[src/rtl/led_seq_pkg.sv]
// ---------------------------------------------------------------------------
// led_seq_pkg
// Shared definitions for the LED sequencer: the 2-bit display mode
// enumeration, the LED constants used on pattern reinitialisation, and the
// mode rotation helper.
// ---------------------------------------------------------------------------
package led_seq_pkg;

   typedef enum logic [1:0] {
      MODE_COUNT   = 2'd0,
      MODE_SCAN    = 2'd1,
      MODE_BREATHE = 2'd2,
      MODE_BLINK   = 2'd3
   } mode_e;

   localparam logic [7:0] SCAN_INIT = 8'h01;
   localparam logic [7:0] LEDS_OFF  = 8'h00;

   // COUNT -> SCAN -> BREATHE -> BLINK -> COUNT
   function automatic mode_e next_mode(input mode_e m);
      mode_e r;
      case (m)
         MODE_COUNT:   r = MODE_SCAN;
         MODE_SCAN:    r = MODE_BREATHE;
         MODE_BREATHE: r = MODE_BLINK;
         default:      r = MODE_COUNT;
      endcase
      return r;
   endfunction

endpackage

[src/rtl/led_sequencer_tick_gen.sv]
// ---------------------------------------------------------------------------
// tick_gen
// Free-running WIDTH-bit prescaler. tick is high for the one clock in which
// the counter sits at all-ones, i.e. once every 2^WIDTH clocks.
//   clk  : system clock
//   rst  : synchronous active-high reset (counter to 0)
//   tick : one-cycle strobe at counter == all-ones
// ---------------------------------------------------------------------------
module tick_gen #(
   parameter int WIDTH = 18
) (
   input  logic clk,
   input  logic rst,
   output logic tick
);

   logic [WIDTH-1:0] cnt;

   always_ff @(posedge clk) begin
      if (rst) cnt <= '0;
      else     cnt <= cnt + 1'b1;
   end

   assign tick = &cnt;

endmodule

[src/rtl/led_sequencer.sv]
// ---------------------------------------------------------------------------
// led_sequencer
// Drives an 8-LED bank with one of four patterns (COUNT, SCAN, BREATHE,
// BLINK). Patterns step once per prescaler tick unless held; a rising edge on
// mode_req rotates to the next mode and restarts all pattern state.
//   clk      : system clock
//   rst      : synchronous active-high reset
//   mode_req : level input, each 0->1 transition advances the mode
//   hold     : freezes pattern stepping while high
//   leds     : registered LED drive, bit 7 = leftmost
//   mode     : current mode (0 COUNT, 1 SCAN, 2 BREATHE, 3 BLINK)
//   tick     : prescaler strobe
// ---------------------------------------------------------------------------
module led_sequencer
   import led_seq_pkg::*;
#(
   parameter int PRESCALE_W = 18,
   parameter int PWM_W      = 4
) (
   input  logic       clk,
   input  logic       rst,
   input  logic       mode_req,
   input  logic       hold,
   output logic [7:0] leds,
   output logic [1:0] mode,
   output logic       tick
);

   mode_e              mode_q, mode_d;
   logic               req_prev_q;
   logic [7:0]         cnt_q, cnt_d;
   logic [7:0]         pos_q, pos_d;
   logic               sdir_up_q, sdir_up_d;
   logic [PWM_W-1:0]   lvl_q, lvl_d;
   logic               ldir_up_q, ldir_up_d;
   logic               phase_q, phase_d;
   logic [PWM_W-1:0]   pwm_q, pwm_d;
   logic [7:0]         leds_q, leds_d;
   logic               advance;
   logic               step;

   tick_gen #(.WIDTH(PRESCALE_W)) u_tick_gen (
      .clk  (clk),
      .rst  (rst),
      .tick (tick)
   );

   // A mode advance swallows a coincident tick so the new pattern starts
   // from its initial state rather than one step in.
   assign advance = mode_req & ~req_prev_q;
   assign step    = tick & ~hold & ~advance;

   always_comb begin
      mode_d    = mode_q;
      cnt_d     = cnt_q;
      pos_d     = pos_q;
      sdir_up_d = sdir_up_q;
      lvl_d     = lvl_q;
      ldir_up_d = ldir_up_q;
      phase_d   = phase_q;
      pwm_d     = pwm_q + 1'b1;
      leds_d    = LEDS_OFF;

      if (advance) begin
         mode_d    = next_mode(mode_q);
         cnt_d     = LEDS_OFF;
         pos_d     = SCAN_INIT;
         sdir_up_d = 1'b1;
         lvl_d     = '0;
         ldir_up_d = 1'b1;
         phase_d   = 1'b0;
      end else if (step) begin
         case (mode_q)
            MODE_COUNT: cnt_d = cnt_q + 8'd1;
            MODE_SCAN: begin
               // Reverse at the ends by jumping to the neighbour so the end
               // positions are never shown twice in a row.
               if (sdir_up_q) begin
                  if (pos_q == 8'h80) begin
                     pos_d     = 8'h40;
                     sdir_up_d = 1'b0;
                  end else begin
                     pos_d = pos_q << 1;
                  end
               end else begin
                  if (pos_q == 8'h01) begin
                     pos_d     = 8'h02;
                     sdir_up_d = 1'b1;
                  end else begin
                     pos_d = pos_q >> 1;
                  end
               end
            end
            MODE_BREATHE: begin
               if (ldir_up_q) begin
                  if (lvl_q == '1) begin
                     lvl_d     = lvl_q - 1'b1;
                     ldir_up_d = 1'b0;
                  end else begin
                     lvl_d = lvl_q + 1'b1;
                  end
               end else begin
                  if (lvl_q == '0) begin
                     lvl_d     = lvl_q + 1'b1;
                     ldir_up_d = 1'b1;
                  end else begin
                     lvl_d = lvl_q - 1'b1;
                  end
               end
            end
            default: phase_d = ~phase_q;
         endcase
      end

      // The LED register is loaded from next-state values so that a step or
      // advance shows on leds right after the edge that causes it.
      case (mode_d)
         MODE_COUNT:   leds_d = cnt_d;
         MODE_SCAN:    leds_d = pos_d;
         MODE_BREATHE: leds_d = {8{pwm_d < lvl_d}};
         default:      leds_d = phase_d ? 8'hFF : LEDS_OFF;
      endcase
   end

   always_ff @(posedge clk) begin
      if (rst) begin
         mode_q     <= MODE_COUNT;
         req_prev_q <= 1'b1;
         cnt_q      <= LEDS_OFF;
         pos_q      <= SCAN_INIT;
         sdir_up_q  <= 1'b1;
         lvl_q      <= '0;
         ldir_up_q  <= 1'b1;
         phase_q    <= 1'b0;
         pwm_q      <= '0;
         leds_q     <= LEDS_OFF;
      end else begin
         mode_q     <= mode_d;
         req_prev_q <= mode_req;
         cnt_q      <= cnt_d;
         pos_q      <= pos_d;
         sdir_up_q  <= sdir_up_d;
         lvl_q      <= lvl_d;
         ldir_up_q  <= ldir_up_d;
         phase_q    <= phase_d;
         pwm_q      <= pwm_d;
         leds_q     <= leds_d;
      end
   end

   assign leds = leds_q;
   assign mode = mode_q;

endmodule

[config.mk]
export PLATFORM = sky130hd
export DESIGN_NAME = led_sequencer
export DESIGN_NICKNAME = d
export VERILOG_FILES = /design/src/rtl/led_seq_pkg.sv /design/src/rtl/led_sequencer_tick_gen.sv /design/src/rtl/led_sequencer.sv
export SDC_FILE = /design/constraint.sdc
export NUM_CORES = 1
export LEC_CHECK = 0
export BUFFER_PORTS_ARGS = -buffer_cell sky130_fd_sc_hd__buf_2
export CAP_MARGIN = 20
export CORE_MARGIN = 10
export CORE_UTILIZATION = 44
export CTS_CLUSTER_DIAMETER = 120
export DETAILED_ROUTE_END_ITERATION = 7
export GPL_TIMING_DRIVEN = 1
export PLACE_DENSITY = 0.63
export SLEW_MARGIN = 25
export SYNTH_ARGS = -nofsm -noshare
export SYNTH_HDL_FRONTEND = slang
export SYNTH_HIERARCHICAL = 1
export SYNTH_SLANG_ARGS = --single-unit
[constraint.sdc]
create_clock -name clk -period 3.9 [get_ports clk]
set_input_delay 0.195 -clock clk [delete_from_list [all_inputs] [get_ports clk]]
set_output_delay 0.195 -clock clk [all_outputs]
set_load 0.02 [all_outputs]
After elaboration in Yosys (flattened, before gate mapping):

Index checks and enable logic that the tools add are counted.

* register bits: 56
* input bits: 4
* output and inout port bits: 11
* logic and storage cells: 67

* add/sub/neg operators: 5
* $lt $le $gt $ge: 1
* equal/unequal tests: 7
* muxes and demuxes: 28
* bitwise operators: 7
* reductions and logical operators: 8

Operators with widths (number)
* 2-to-1 mux 8 bit: 9
* 2-to-1 mux 4 bit: 6
* case mux 8 bit (3 select lines): 1
* adder 18 x 1 -> 18 bit (second input constant): 1
* AND reduction 18 bit: 1
* 2-to-1 mux 1 bit: 9
* adder 4 x 1 -> 4 bit (second input constant): 2
* adder 8 x 1 -> 8 bit (second input constant): 1
* == test 8 x 1 -> 1 bit (second input constant): 1
* == test 8 bit (second input constant): 1
* 2-to-1 mux 7 bit: 1
* case mux 2 bit (3 select lines): 1
* == test 2 x 1 -> 1 bit (second input constant): 2
* == test 2 bit (second input constant): 2
* == test 4 bit (second input constant): 1
* logical NOT 2 bit: 2
* logical NOT 4 bit: 1
* < comparator 4 bit: 1
* inverter 1 bit: 4
* AND reduction 2 bit: 2
* subtractor 4 x 1 -> 4 bit (second input constant): 1
* AND 1 bit: 3
* OR reduction 3 bit: 1
* 2-to-1 mux 2 bit: 1
* OR reduction 2 bit: 1

Depth between registers and ports, before layout:

* depth after elaboration: 8
* gate-level depth with buffers: 14

Hierarchy:

The synthesis kept the hierarchy.

Modules (own cells, without submodules)
* led_sequencer: times used 1, cells each 222, area an instance 2084.5 um^2
* tick_gen: times used 1, cells each 88, area an instance 790.8 um^2

Worst setup path after synthesis:

No wires, ideal clock.

* path kind: register to register
* start point: register u_tick_gen.cnt[0]
* end point: register leds_q[1], in the netlist leds[1]
* data arrival time: 3179 ps
* path slack: 588 ps
* stages on the path, launching flop included: 15
* buffers on the path: 0
* clock period less this slack: 3312 ps
* path through: dfxtp_1 -> ha_1 -> nand3_2 -> nor3_1 -> and3_1 -> nand3b_1 -> nor2_1 -> a22oi_1 -> o221a_1 -> or2_1 -> ha_1 -> o211ai_1 -> a41o_1 -> a31oi_4 -> a31oi_1

* word-level cells in the longest chain between the ends: 7
* elaborated cells on any way between the ends: 14

RTL lines
* start, declared: RTL line led_sequencer_tick_gen.sv:17 `logic [WIDTH-1:0] cnt;`
* start signal, assigned: RTL line led_sequencer_tick_gen.sv:21 `else cnt <= cnt + 1'b1;`
* AND reduction 18 bit (*): RTL line led_sequencer_tick_gen.sv:24 `assign tick = &cnt;`
* via tick: RTL line led_sequencer.sv:26 `output logic tick`
* AND 1 bit (*) (2 in a row): RTL line led_sequencer.sv:51 `assign step = tick & ~hold & ~advance;`
* 2-to-1 mux 4 bit / 2-to-1 mux 1 bit (equally long branches): RTL line led_sequencer.sv:72 `end else if (step) begin`
* 2-to-1 mux 4 bit / 2-to-1 mux 1 bit (equally long branches): RTL line led_sequencer.sv:64 `if (advance) begin`
* < comparator 4 bit / 2-to-1 mux 8 bit (equally long branches): RTL line led_sequencer.sv:120, led_sequencer.sv:121
* case mux 8 bit (3 select lines) (*): RTL line led_sequencer.sv:117 `case (mode_d)`
* end signal, assigned: RTL line led_sequencer.sv:147 `leds_q <= leds_d;`
* end, declared: RTL line led_sequencer.sv:38 `logic [7:0] leds_q, leds_d;`

Mark *: on every way through the listed nets, which the timed path passes. The rest lies on a longest branch.
A chain may end at the register's enable or synchronous reset.

Worst setup path after layout:

* start point: register u_tick_gen.cnt[0]
* end point: register leds_q[0], in the netlist leds[0]

* word-level cells in the longest chain between the ends: 7
* elaborated cells on any way between the ends: 14

RTL lines (RTL line)
* AND reduction 18 bit (*): led_sequencer_tick_gen.sv:24
* AND 1 bit (*) (2 in a row): led_sequencer.sv:51
* 2-to-1 mux 4 bit / 2-to-1 mux 1 bit (equally long branches): led_sequencer.sv:72
* 2-to-1 mux 4 bit / 2-to-1 mux 1 bit (equally long branches): led_sequencer.sv:64
* < comparator 4 bit / 2-to-1 mux 8 bit (equally long branches): led_sequencer.sv:120, led_sequencer.sv:121
* case mux 8 bit (3 select lines) (*): led_sequencer.sv:117

Every way passes the cells marked *; elsewhere a longest branch is shown, timed or not.

==> impl_metrics.yaml <==
yosys:
  netlist_top_cells_count: "56 x dfxtp_1, 31 x nor2_1, 19 x nand2_1"
  avgSynthCellArea_sq_um: 9.28
  syn_inst: 310
  netlist.area_leader.share_pct: 39.0
  synth_cell_types: 65
  synthTopCellsByArea: "dfxtp_1 39%, ha_1 5.2%, xnor2_1 4.6%, nor2_1 4.0%, mux2i_1 3.8%"
  ys_ff_latch: 56
  yosys.area.top_type: "dfxtp_1"
  syn_nets: 326
  synth-edff-count: 0
  ys_seq_area_share_pct: 39.0
  yosysMostFrequentCell: "dfxtp_1"
  yosys_warnings: 6
  synth-main-ff-cell: "dfxtp_1"
  synth_area_sq_mm: 0.00288
  async_flop_share_pct: 0
cells_and_area:
  area_growth_syn_to_layout_pct: 7.53
  drive_gt1_share_pct: 15.1
  insertedDiodeCount: 0
  final_cell_area_sq_mm: 0.00309
  fin_nets: 339
critical_path:
  r2r-start: "u_tick_gen/cnt[0]"
  cp.depth: 14
  critPathMostFrequentCell: "ha_1"
  cpMaxStageDelayCell: "dfxtp_1"
  startpoint: "u_tick_gen/cnt[0]"
  cp_max_fo: 8
  cp-start-kind: "register"
  critical_path_required_ns: 4.08
  reg2regPathDepth: 14
  endpoint: "leds[0]"
  path_cells: "ha_1, nand3_2, nor3_1, and3_1, nand3b_1, nor2_1, a22oi_1, o221a_1, or2_1, ha_1, o211ai_1, a41o_1, a31oi_4, a21oi_1"
  reg2reg_to: "leds[0]"
  rrSetupSlack_ns: 0.41
  critPathCaptureType: "register"
  worst_path_largest_cell_delay_ns: 0.38
  critical_path_class: "reg -> reg"
  path_buf_inv: 0
  crit_family: "simple AND/OR/NAND/NOR gates"
  arrival_ns: 3.67
detailed_routing:
  viasPerCell: 5.55
  via_count: 2227
  drc_errors: 0
  wl_microns: 5910
  detail_route.iter0.violations: 130
  ant_nets: 0
  wl_per_cell_microns: 14.7
  firstDrtPassIters: 6
floorplanning:
  die_h_microns: 101
  fp-row-count: 29
  initial_core_util_pct: 45.3
  chipWidth_microns: 101
  coreArea_sq_mm: 0.00635
  die-area_sq_mm: 0.0102
  pin_count: 15
sta:
  rsz0062_at_grt: "false"
  finalSetupViolations: 0
  tightest_slew_ns: 0.672
  hold_ws_ns: 0.143
  drv_slew: 0
  hold_viol: 0
  slew_headroom_pct: 55.2
  finalCritPeriodShare_pct: 89.4
  tns_ns: 0
  fmax_mhz: 287
  finalClockSkew_ns: 0.00958
  min_period_ns: 3.49
placed_design:
  port-buffer-count: 14
  dp_hpwl_microns: 4240
  place_congestion: 0.803
  dpl_cell_area_sq_mm: 0.00300
hold_path:
  min_path_cells: 2
  min_path_type: "in -> reg"
run:
  drv_cap: 0
power:
  power_mw: 0.981
  p_leak_nw: 1.17
  vdd_drop_max_v: 0.000160
  pwr_density_cell_mw_per_mm2: 317
global_routing:
  grt_pass1_vias: 2271
  grt_pass1_wl_microns: 10300
  grt_max_degree: 46
  grt.total_usage_pct: 12.0
  antenna_found_initial: 0
  grt_use_met3_pct: 2.26
  use_met2_pct: 19.8
  global_route.peak_usage_layer: "met2"
  grt_overflow_total: 0
  met1_usage_pct: 15.1
clock_tree:
  postCtsHoldBufs: 0
  ctsResizeCount: 0
  clockBufferDepth: 2
  htreeDepth: 2
  clock_latency_ns: 0.31
  path_clk_slew_ns: 0.11
  cts_buffers: 5
  post_cts_buffers: 0
  cts-root-buf: "clkbuf_8"
  clkSinkCount: 56
  cts_tree: "built"
outcome:
  status: "completed"
## sequential cells by signal, summed over array words and instances, names as in the netlist
| name | flops |
|---|---|
| u_tick_gen/cnt | 18 |
| cnt_q | 8 |
| leds | 8 |
| pos_q | 8 |
| lvl_q | 4 |
| pwm_q | 4 |
| mode | 2 |
| ldir_up_q | 1 |
| phase_q | 1 |
| req_prev_q | 1 |
| sdir_up_q | 1 |
## cell families (layout without fill, tap and decap cells)
| kind of cell | Yosys count | after routing | synth area share, % |
|---|---|---|---|
| simple gates | 134 | 134 | 27.4 |
| flops | 56 | 56 | 39.0 |
| compound gates | 52 | 52 | 13.1 |
| xor+xnor | 23 | 23 | 7.01 |
| buf+inv | 19 | 33 | 3.09 |
| mux | 14 | 14 | 5.13 |
| fa+ha+maj | 12 | 12 | 5.22 |
## cells in the final DEF (no fill, tap or decap), drive strengths merged, types with 8 or more instances in the layout
cell type | netlist | routed
nor2b | 19 | 19
mux2i | 11 | 11
nor3 | 14 | 14
nor2 | 31 | 31
nand2 | 19 | 19
xnor2 | 15 | 15
nand3 | 11 | 11
ha | 12 | 12
buf | 5 | 16
xor2 | 8 | 8
a21oi | 14 | 14
inv | 9 | 10
dfxtp | 56 | 56
## through the flow
| stage | instances | utilization [%] | setup WS [ns] |
|---|---|---|---|
| floorplan | 310 | - | 0.588 |
| global placement | 393 | 47.3 | 0.538 |
| detailed placement | 393 | 47.3 | 0.439 |
| CTS | 401 | 48.7 | 0.411 |
| global route | 401 | 48.7 | 0.111 |
| finish | 401 | 48.7 | 0.413 |
## routing by layer
layer	vias up	wire, microns
met4	0	68
met5	-	0
met2	39	2800
li1	1126	-
met1	1055	2810
met3	7	231
## worst min path at each step
stage / endpoint / start / slack (ns)
2_1_floorplan: pos_q[2] / rst / 0.27
3_3_place_gp: u_tick_gen/cnt[0] / u_tick_gen/cnt[0] / 0.44
3_5_place_dp: u_tick_gen/cnt[0] / u_tick_gen/cnt[0] / 0.45
4_1_cts: req_prev_q / mode_req / 0.14
5_1_grt: req_prev_q / mode_req / 0.15
6_report: req_prev_q / mode_req / 0.14
## report_power, final
group | switching [mW] | internal (mW)
logic | 0.0428 | 0.0267
clock network | 0.196 | 0.128
registers | 0.00736 | 0.580
## area by class of cell
type	count	area (sq um)
inverters	9	33.8
multi-input cells	235	1670
clock buffers	5	68.8
flip-flops and latches	56	1120
fillers	630	3260
well taps	77	96.3
clock inverters	3	21.3
repair buffers	16	85.1
Note: power is estimated with default switching activity, not from simulation.
